[src/rtl/shield_arb_pkg.sv]
// Shared types, constants and grant encoding helpers for the shield accelerator arbiter.
package shield_arb_pkg;

  localparam int unsigned NUM_REQ = 3;
  localparam int unsigned ID_W    = 2;

  typedef enum logic [1:0] {
    IDLE = 2'd0,
    OWN  = 2'd1,
    GAP  = 2'd2
  } state_t;

  typedef logic [ID_W-1:0] req_id_t;

  localparam logic [1:0] CHOOSE_IDLE = 2'b00;

  function automatic logic [NUM_REQ-1:0] id_to_onehot(input req_id_t id);
    case (id)
      2'd0:    return 3'b001;
      2'd1:    return 3'b010;
      2'd2:    return 3'b100;
      default: return 3'b000;
    endcase
  endfunction

  function automatic logic [1:0] onehot_to_choose(input logic [NUM_REQ-1:0] oh);
    case (oh)
      3'b001:  return 2'b01;
      3'b010:  return 2'b10;
      3'b100:  return 2'b11;
      default: return CHOOSE_IDLE;
    endcase
  endfunction

  function automatic logic [NUM_REQ-1:0] choose_to_onehot(input logic [1:0] choose);
    case (choose)
      2'b01:   return 3'b001;
      2'b10:   return 3'b010;
      2'b11:   return 3'b100;
      default: return 3'b000;
    endcase
  endfunction

  // Successor in the 0 -> 1 -> 2 -> 0 ring.
  function automatic req_id_t next_id(input req_id_t id);
    case (id)
      2'd0:    return 2'd1;
      2'd1:    return 2'd2;
      default: return 2'd0;
    endcase
  endfunction

endpackage

[src/rtl/shield_arb_rr_pick.sv]
// Combinational round-robin picker: first requester with req high, scanning from rr_ptr+1.
module shield_arb_rr_pick
  import shield_arb_pkg::*;
(
  input  logic [NUM_REQ-1:0] req,
  input  req_id_t            rr_ptr,
  output logic               valid_c,
  output req_id_t            id_c
);

  always_comb begin
    req_id_t cand;
    valid_c = 1'b0;
    id_c    = rr_ptr;
    cand    = next_id(rr_ptr);
    for (int unsigned i = 0; i < NUM_REQ; i++) begin
      if (!valid_c && req[cand]) begin
        valid_c = 1'b1;
        id_c    = cand;
      end
      cand = next_id(cand);
    end
  end

endmodule

[src/rtl/shield_arbiter.sv]
// Round-robin owner arbiter for the shield datapath with one-cycle turnaround and watchdog.
// Optional per-requester grant counters are enabled with SHIELD_ARB_STATS_EN.
module shield_arbiter
  import shield_arb_pkg::*;
#(
  parameter int unsigned TIMEOUT_CYCLES = 1024,
  parameter int unsigned CNT_W          = 11
`ifdef SHIELD_ARB_STATS_EN
  ,
  parameter int unsigned STAT_W         = 16
`endif
) (
  input  logic               clk,
  input  logic               rst_n,
  input  logic [NUM_REQ-1:0] req,
  input  logic [NUM_REQ-1:0] done,
  output logic [NUM_REQ-1:0] grant,
  output logic [1:0]         choose,
  output logic               busy,
  output logic               timeout,
  output logic [1:0]         timeout_id
`ifdef SHIELD_ARB_STATS_EN
  ,
  output logic [STAT_W-1:0]  grant_cnt0,
  output logic [STAT_W-1:0]  grant_cnt1,
  output logic [STAT_W-1:0]  grant_cnt2
`endif
);

  localparam bit              WD_EN   = (TIMEOUT_CYCLES != 0);
  localparam logic [CNT_W-1:0] TO_LAST =
    CNT_W'((TIMEOUT_CYCLES == 0) ? 0 : TIMEOUT_CYCLES - 1);

  state_t               state_q, state_d;
  req_id_t              rr_ptr_q, rr_ptr_d;
  logic [CNT_W-1:0]     cnt_q, cnt_d;
  logic [NUM_REQ-1:0]   grant_d;
  logic                 timeout_d;
  logic [1:0]           timeout_id_d;
  logic                 enter_own;
  logic                 pick_valid;
  req_id_t              pick_id;
  logic                 owner_done;

  shield_arb_rr_pick u_pick (
    .req     (req),
    .rr_ptr  (rr_ptr_q),
    .valid_c (pick_valid),
    .id_c    (pick_id)
  );

  // In OWN the registered grant is onehot(owner), so masking done with it selects done[owner].
  assign owner_done = |(done & grant);
  assign choose     = onehot_to_choose(grant);

  always_comb begin
    state_d      = state_q;
    rr_ptr_d     = rr_ptr_q;
    cnt_d        = cnt_q;
    grant_d      = grant;
    timeout_d    = 1'b0;
    timeout_id_d = timeout_id;
    enter_own    = 1'b0;
    case (state_q)
      IDLE, GAP: begin
        state_d = IDLE;
        grant_d = '0;
        if (pick_valid) begin
          state_d   = OWN;
          rr_ptr_d  = pick_id;
          cnt_d     = '0;
          grant_d   = id_to_onehot(pick_id);
          enter_own = 1'b1;
        end
      end
      OWN: begin
        cnt_d = cnt_q + CNT_W'(1);
        if (owner_done) begin
          state_d = GAP;
          grant_d = '0;
        end else if (WD_EN && (cnt_q == TO_LAST)) begin
          state_d      = GAP;
          grant_d      = '0;
          timeout_d    = 1'b1;
          timeout_id_d = onehot_to_choose(grant);
        end
      end
      default: begin
        state_d = IDLE;
        grant_d = '0;
      end
    endcase
  end

  always_ff @(posedge clk or negedge rst_n) begin
    if (!rst_n) begin
      state_q    <= IDLE;
      rr_ptr_q   <= req_id_t'(2);
      cnt_q      <= '0;
      grant      <= '0;
      busy       <= 1'b0;
      timeout    <= 1'b0;
      timeout_id <= CHOOSE_IDLE;
    end else begin
      state_q    <= state_d;
      rr_ptr_q   <= rr_ptr_d;
      cnt_q      <= cnt_d;
      grant      <= grant_d;
      busy       <= (state_d == OWN);
      timeout    <= timeout_d;
      timeout_id <= timeout_id_d;
    end
  end

`ifdef SHIELD_ARB_STATS_EN
  logic [NUM_REQ-1:0][STAT_W-1:0] stat_q;

  // Saturating count of ownership periods started per requester.
  for (genvar g = 0; g < NUM_REQ; g++) begin : g_stat
    always_ff @(posedge clk or negedge rst_n) begin
      if (!rst_n) begin
        stat_q[g] <= '0;
      end else if (enter_own && (pick_id == req_id_t'(g)) && !(&stat_q[g])) begin
        stat_q[g] <= stat_q[g] + STAT_W'(1);
      end
    end
  end

  assign grant_cnt0 = stat_q[0];
  assign grant_cnt1 = stat_q[1];
  assign grant_cnt2 = stat_q[2];
`endif

endmodule

[config.mk]
export PLATFORM = sky130hd
export DESIGN_NAME = shield_arbiter
export DESIGN_NICKNAME = d
export VERILOG_FILES = /design/src/rtl/shield_arb_pkg.sv /design/src/rtl/shield_arb_rr_pick.sv /design/src/rtl/shield_arbiter.sv
export SDC_FILE = /design/constraint.sdc
export NUM_CORES = 1
export LEC_CHECK = 0
export ABC_CLOCK_PERIOD_IN_PS = 1600
export CAP_MARGIN = 5
export CORE_ASPECT_RATIO = 0.6
export CORE_MARGIN = 3
export CORE_UTILIZATION = 45
export CTS_BUF_LIST = sky130_fd_sc_hd__clkbuf_2 sky130_fd_sc_hd__clkbuf_4 sky130_fd_sc_hd__clkbuf_8
export CTS_CLUSTER_SIZE = 24
export DETAILED_ROUTE_END_ITERATION = 8
export DONT_BUFFER_PORTS = 1
export SLEW_MARGIN = 20
export SYNTH_ARGS = -nofsm -noshare
export SYNTH_HDL_FRONTEND = slang
export SYNTH_SLANG_ARGS = --single-unit
[constraint.sdc]
create_clock -name clk -period 1.6 [get_ports clk]
set_clock_uncertainty 0.1 [all_clocks]
set_input_delay 0.16 -clock clk [delete_from_list [all_inputs] [get_ports clk]]
set_output_delay 0.16 -clock clk [all_outputs]
set_load 0.005 [all_outputs]
# After elaboration in Yosys (flattened, before gate mapping)
# Cells that the tools add are included.
[op_classes]
n_mul = 0
bitwise_logic = 2
div = 0
reduce_logical = 15
n_lt_le_gt_ge = 3
eq_ne = 14
shifts = 0
n_mux = 30
n_addsub = 1
[op_table]
columns = ["op", "n"]
rows = [
  ["11-bit case mux with 2 select lines", 1],
  ["2-bit case mux with 2 select lines", 4],
  ["2-bit by 1-bit == test with 1-bit output, second input constant", 6],
  ["11-bit by 1-bit adder with 11-bit output, second input constant", 1],
  ["11-bit by 10-bit == test with 1-bit output, second input constant", 1],
  ["11-bit 2-to-1 mux", 1],
  ["2-bit zero test", 5],
  ["1-bit 2-to-1 mux", 10],
  ["2-bit 2-to-1 mux", 5],
  ["2-bit by 3-bit less-than comparator with 1-bit output, second input constant", 3],
  ["3-bit 2-to-1 mux", 3],
  ["3-bit case mux with 3 select lines", 1],
  ["1-bit binary-select mux with 2-bit select", 3],
  ["2-bit case mux with 3 select lines", 1],
  ["3-bit case mux with 2 select lines", 1],
  ["2-bit == test, second input constant", 2],
  ["2-bit AND reduction", 2],
  ["3-bit AND", 1],
  ["3-bit by 1-bit == test with 1-bit output, second input constant", 1],
  ["3-bit by 2-bit == test with 1-bit output, second input constant", 1],
  ["3-bit == test, second input constant", 1],
  ["3-bit != test, second input constant", 1],
  ["3-bit AND reduction", 1],
  ["3-bit OR reduction", 1],
  ["other kinds (6)", 8],
]
[totals]
memories = 0
latch_bits = 0
input_bits = 8
mem_bits_rw = 0
regBits = 22
output_inout_bits = 9
romBits = 0
elab_cells = 72

# Longest topological paths before layout
[logic_depth]
depth_word = 15
ltp_mapped = 5
ltp_nobuf = 5

# By module
# A second synthesis with hierarchy kept.
[unflattened]
cells_unflattened = 98
area_unflattened_um2 = 1043.5
[modules_own_cells]
columns = ["module", "seq_area_each_um2", "cells_each", "instances", "area_each_um2"]
rows = [
  ["shield_arbiter", 551.8, 89, 1, 991.0],
  ["shield_arb_rr_pick", 0.0, 9, 1, 52.6],
]

# Worst setup path after synthesis
# Ideal clock, no wire load.
[synth_timing]
path_type = "reg2reg"
from = "reg cnt_q[0]"
to = "reg timeout_id[0]"
stages_incl_launch_ff = 6
required_time_ns = 1.373
setup_time_ns = 0.127
t_arrival_ns = 1.550
n_path_buf = 0
period_less_slack_ns = 1.778
slack_ns = -0.178
path_cell_list = "dfrtp_1 ha_1 nand4_2 nor4_4 nand3_2 mux2_1"
[synth_between]
elab_chain_cells = 2
[synth_lines]
columns = ["element", "line", "text"]
rows = [
  ["start: declaration", "shield_arbiter.sv:36", "logic [CNT_W-1:0] cnt_q, cnt_d;"],
  ["start signal: assignment", "shield_arbiter.sv:107", "cnt_q <= cnt_d;"],
  ["11-bit by 10-bit == test with 1-bit output", "shield_arbiter.sv:81", "end else if (WD_EN && (cnt_q == TO_LAST)) begin"],
  ["3-bit AND reduction (no line)", "n/a", ""],
  ["end signal: assignment", "shield_arbiter.sv:111", "timeout_id <= timeout_id_d;"],
  ["end: declaration", "shield_arbiter.sv:21", "output logic [1:0] timeout_id"],
]
# Every way passes these cells.
# A chain may end at the register's enable or synchronous reset.

# Worst setup path in the final report
[layout_timing]
from = "reg cnt_q[0]"
to = "reg cnt_q[7]"
[layout_between]
elab_chain_cells = 2
[layout_lines]
columns = ["element", "line", "text"]
rows = [
  ["11-bit by 1-bit adder with 11-bit output", "shield_arbiter.sv:77", "cnt_d = cnt_q + CNT_W'(1);"],
  ["11-bit case mux with 2 select lines", "shield_arbiter.sv:64", "case (state_q)"],
]
# Every way passes these cells.

==> key figures <==
Run status
  • Outcome: complete, but fails checks
  • Violated checks: setup timing

Worst setup path
  • Worst Setup End Kind: flop
  • Setup CP Type: flop to flop
  • CP Cell Sequence: buf_4 -> buf_4 -> buf_4 -> nand3_1 -> o31a_1 -> o21ai_0 -> o21ai_0
  • R2r worst-path depth: 7
  • CP max stage delay: approximately 400 ps
  • CP bufs+invs: 3
  • Slowest-stage cell, CP: dfrtp_1
  • Critical path's most frequent cell: buf_4
  • Crit-path max FO: 4
  • Setup slack, reg-to-reg: -40 ps
  • CP top delay family: compound AO/OA/AOI/OAI gates
  • Worst EP arrival: ~1700 ps
  • Worst EP required: 1650 ps
  • Worst path depth: 7
  • Startpoint types: flop

Power
  • PnR Total Power: 2590 uW
  • Leak: roughly 0.00066 uW
  • PD cells: 1700 nW/um2
  • Worst VDD drop: 0.00112 V

Route
  • Routed WL per cell: 16.0 um
  • First DRT Iteration DRCs: 92
  • Routed wire length: between 2000 and 3000 um
  • Pre-antenna DRT Iters: 4
  • Routed Antenna Nets: 0
  • Via count: 997
  • Via-to-Cell Ratio: 5.70
  • Drt drc: 0

Hold path
  • Hold Path Class: primary input to flop
  • WHS Path Cells: 3

Global routing
  • GR met3 Demand/Resource: ~6.8%
  • Most used routing layer: met1
  • Initial antenna violation count: 0
  • Largest net degree at the start of global routing: 23
  • Vias in the first global route: 924
  • Met1 Use GR: 28.2%
  • GRT Overall Usage: 18.8%
  • Grt total ovfl: 0
  • First-pass GRT wire length: 4570 um
  • Grt met2 use: 26.5%

Floorplan
  • Die Area: 3120 um2
  • Chip width: 70.2 um
  • Effective utilization at floorplan: 49.2%
  • Core box area: roughly 2300 um2
  • Io pins: 17
  • Die Ht: 44.5 um
  • Std cell rows: 13

Synth
  • Synth cell count leaders: dfrtp_1 (21), o21ai_0 (17), nand2_1 (11)
  • Post-synthesis instance area: roughly 1100 um2
  • EDFF count, synth: 0
  • Register bit total from synthesis: 22
  • Count leader, synth: dfrtp_1
  • Area share of the largest cell type after synthesis: 47.2%
  • Main area contributors after synthesis: dfrtp_1 (47%), o21ai_0 (7.6%), nand2_1 (3.7%), nor2_1 (3.4%), a32o_1 (2.7%)
  • Cell taking the most area after synthesis: dfrtp_1
  • Yosys cell types: 38
  • Yosys Warn Count: 0
  • Async set-reset flop share out of synthesis: 100%
  • Cells after Synth: 113
  • Primary FF master, synth: dfrtp_1
  • Syn Area/Cell: 9.84 um2
  • Register area share after synthesis: about half
  • Mapped Nets: around 120

CTS
  • Inserted Clock Buffers: 3
  • Reg clk slew, reported paths: roughly 80 ps
  • H-tree depth: 1
  • # clock sinks: 22
  • Clock root buffer: clkbuf_8
  • Max Root-Sink Buffers: 2
  • CTS tree: done
  • Skew-Pair Late Insertion Delay: 260 ps

Timing
  • Final hold vios: 0
  • Fin crit period: 1640 ps
  • Slew HR: 67.5%
  • Final critical-path setup slack: -40.9 ps
  • Setup TNS: -72.0 ps
  • RSZ-0062 raised after global routing: yes
  • Worst Tran Pin Value: roughly 500 ps
  • WHS: roughly 46 ps
  • Tcrit/Tclk final: 103%
  • Fmax: 0.609 GHz
  • Endpoints failing setup: 3
  • Max-slew violations: 0

Job
  • Max Cap Viol: 0

Finish
  • Proportion of layout cells with a drive suffix above 1: 34.5%
  • Number of diodes: 0
  • Final net count: 155
  • Fin util: 67.3%
  • Area Growth Syn to Fin: 36.8%

Place
  • DP Worst Slack: 10.1 ps
  • PortBufs: 0
  • Final HPWL DP: 1930 um
  • Placer Congestion: between 0.8 and 0.9
-- registers in the layout, summed over array words and instances (netlist names) --
| name | count |
|---|---|
| busy | 1 |
| cnt_q | 11 |
| grant | 3 |
| rr_ptr_q | 2 |
| state_q | 2 |
| timeout | 1 |
| timeout_id | 2 |
-- layer usage --
metal	vias up	wire length (um)
met2	32	1200
met1	474	1410
met3	0	187
met5	-	0
met4	0	0
li1	491	-
-- where the power goes --
part	internal, uW	leakage (uW)	switching, uW
registers	706	0.000289	120
logic	577	0.000339	664
clock network	334	0.0000357	185
-- cells by family after synthesis --
group	after synthesis	synth area share [%]
AOI/OAI and AO/OA	35	19.9
xor gates and xnor gates	2	1.58
adders and majority gates	1	1.12
buffers and inverters	4	1.35
DFF	22	49.6
muxes	3	2.92
and+or+nand+nor	46	23.5
-- final timing paths --
path | end | startpoint
max | cnt_q[7] | cnt_q[0]
min | rr_ptr_q[1] | req[1]
max reg2reg | cnt_q[7] | cnt_q[0]
min reg2reg | cnt_q[6] | cnt_q[6]
max in group asynchronous | rr_ptr_q[1] | rst_n
min in group asynchronous | cnt_q[8] | rst_n
-- worst reg2reg max path, cell delays in order, from the launching register on --
cell     delay [ps]
dfrtp_1         410
buf_4           130
buf_4            90
buf_4           110
nand3_1         170
o31a_1          290
o21ai_0         130
o21ai_0         100
-- per-stage QoR --
stage,std cells,instance area (um2)
3_3_place_gp,161,1320
5_1_grt,175,1520
3_5_place_dp,161,1320
6_report,175,1520
2_1_floorplan,113,1140
4_1_cts,170,1440
-- timing repair --
action | in CTS | in global routing
endpoints found under the setup margin | 1 | 14
endpoints found under the hold margin | 27 | 21
pin swaps | 1 | 5
hold buffers | 4 | 1
setup buffers | 1 | 4
resized for setup | 0 | 14
-- cell type report --
type | count | area (um2)
Tap cell | 30 | 37.5
Inverter | 2 | 7.51
Fill cell | 169 | 739
Multi-Input combinational cell | 87 | 621
Clock buffer | 3 | 41.3
Sequential cell | 22 | 552
Timing Repair Buffer | 30 | 233
Clock inverter | 1 | 30.0
-- cells in the final DEF, fill, tap and decap left out, drive strengths merged, types with 3 or more instances in the layout --
cell	n
o21ai	17
dlygate4sd3	4
nand2	11
nor2	10
nand3	7
nand4	3
a21oi	3
buf	26
dfrtp	21
a32o	3
clkbuf	3
No activity file was read; power rests on OpenSTA's default activity.
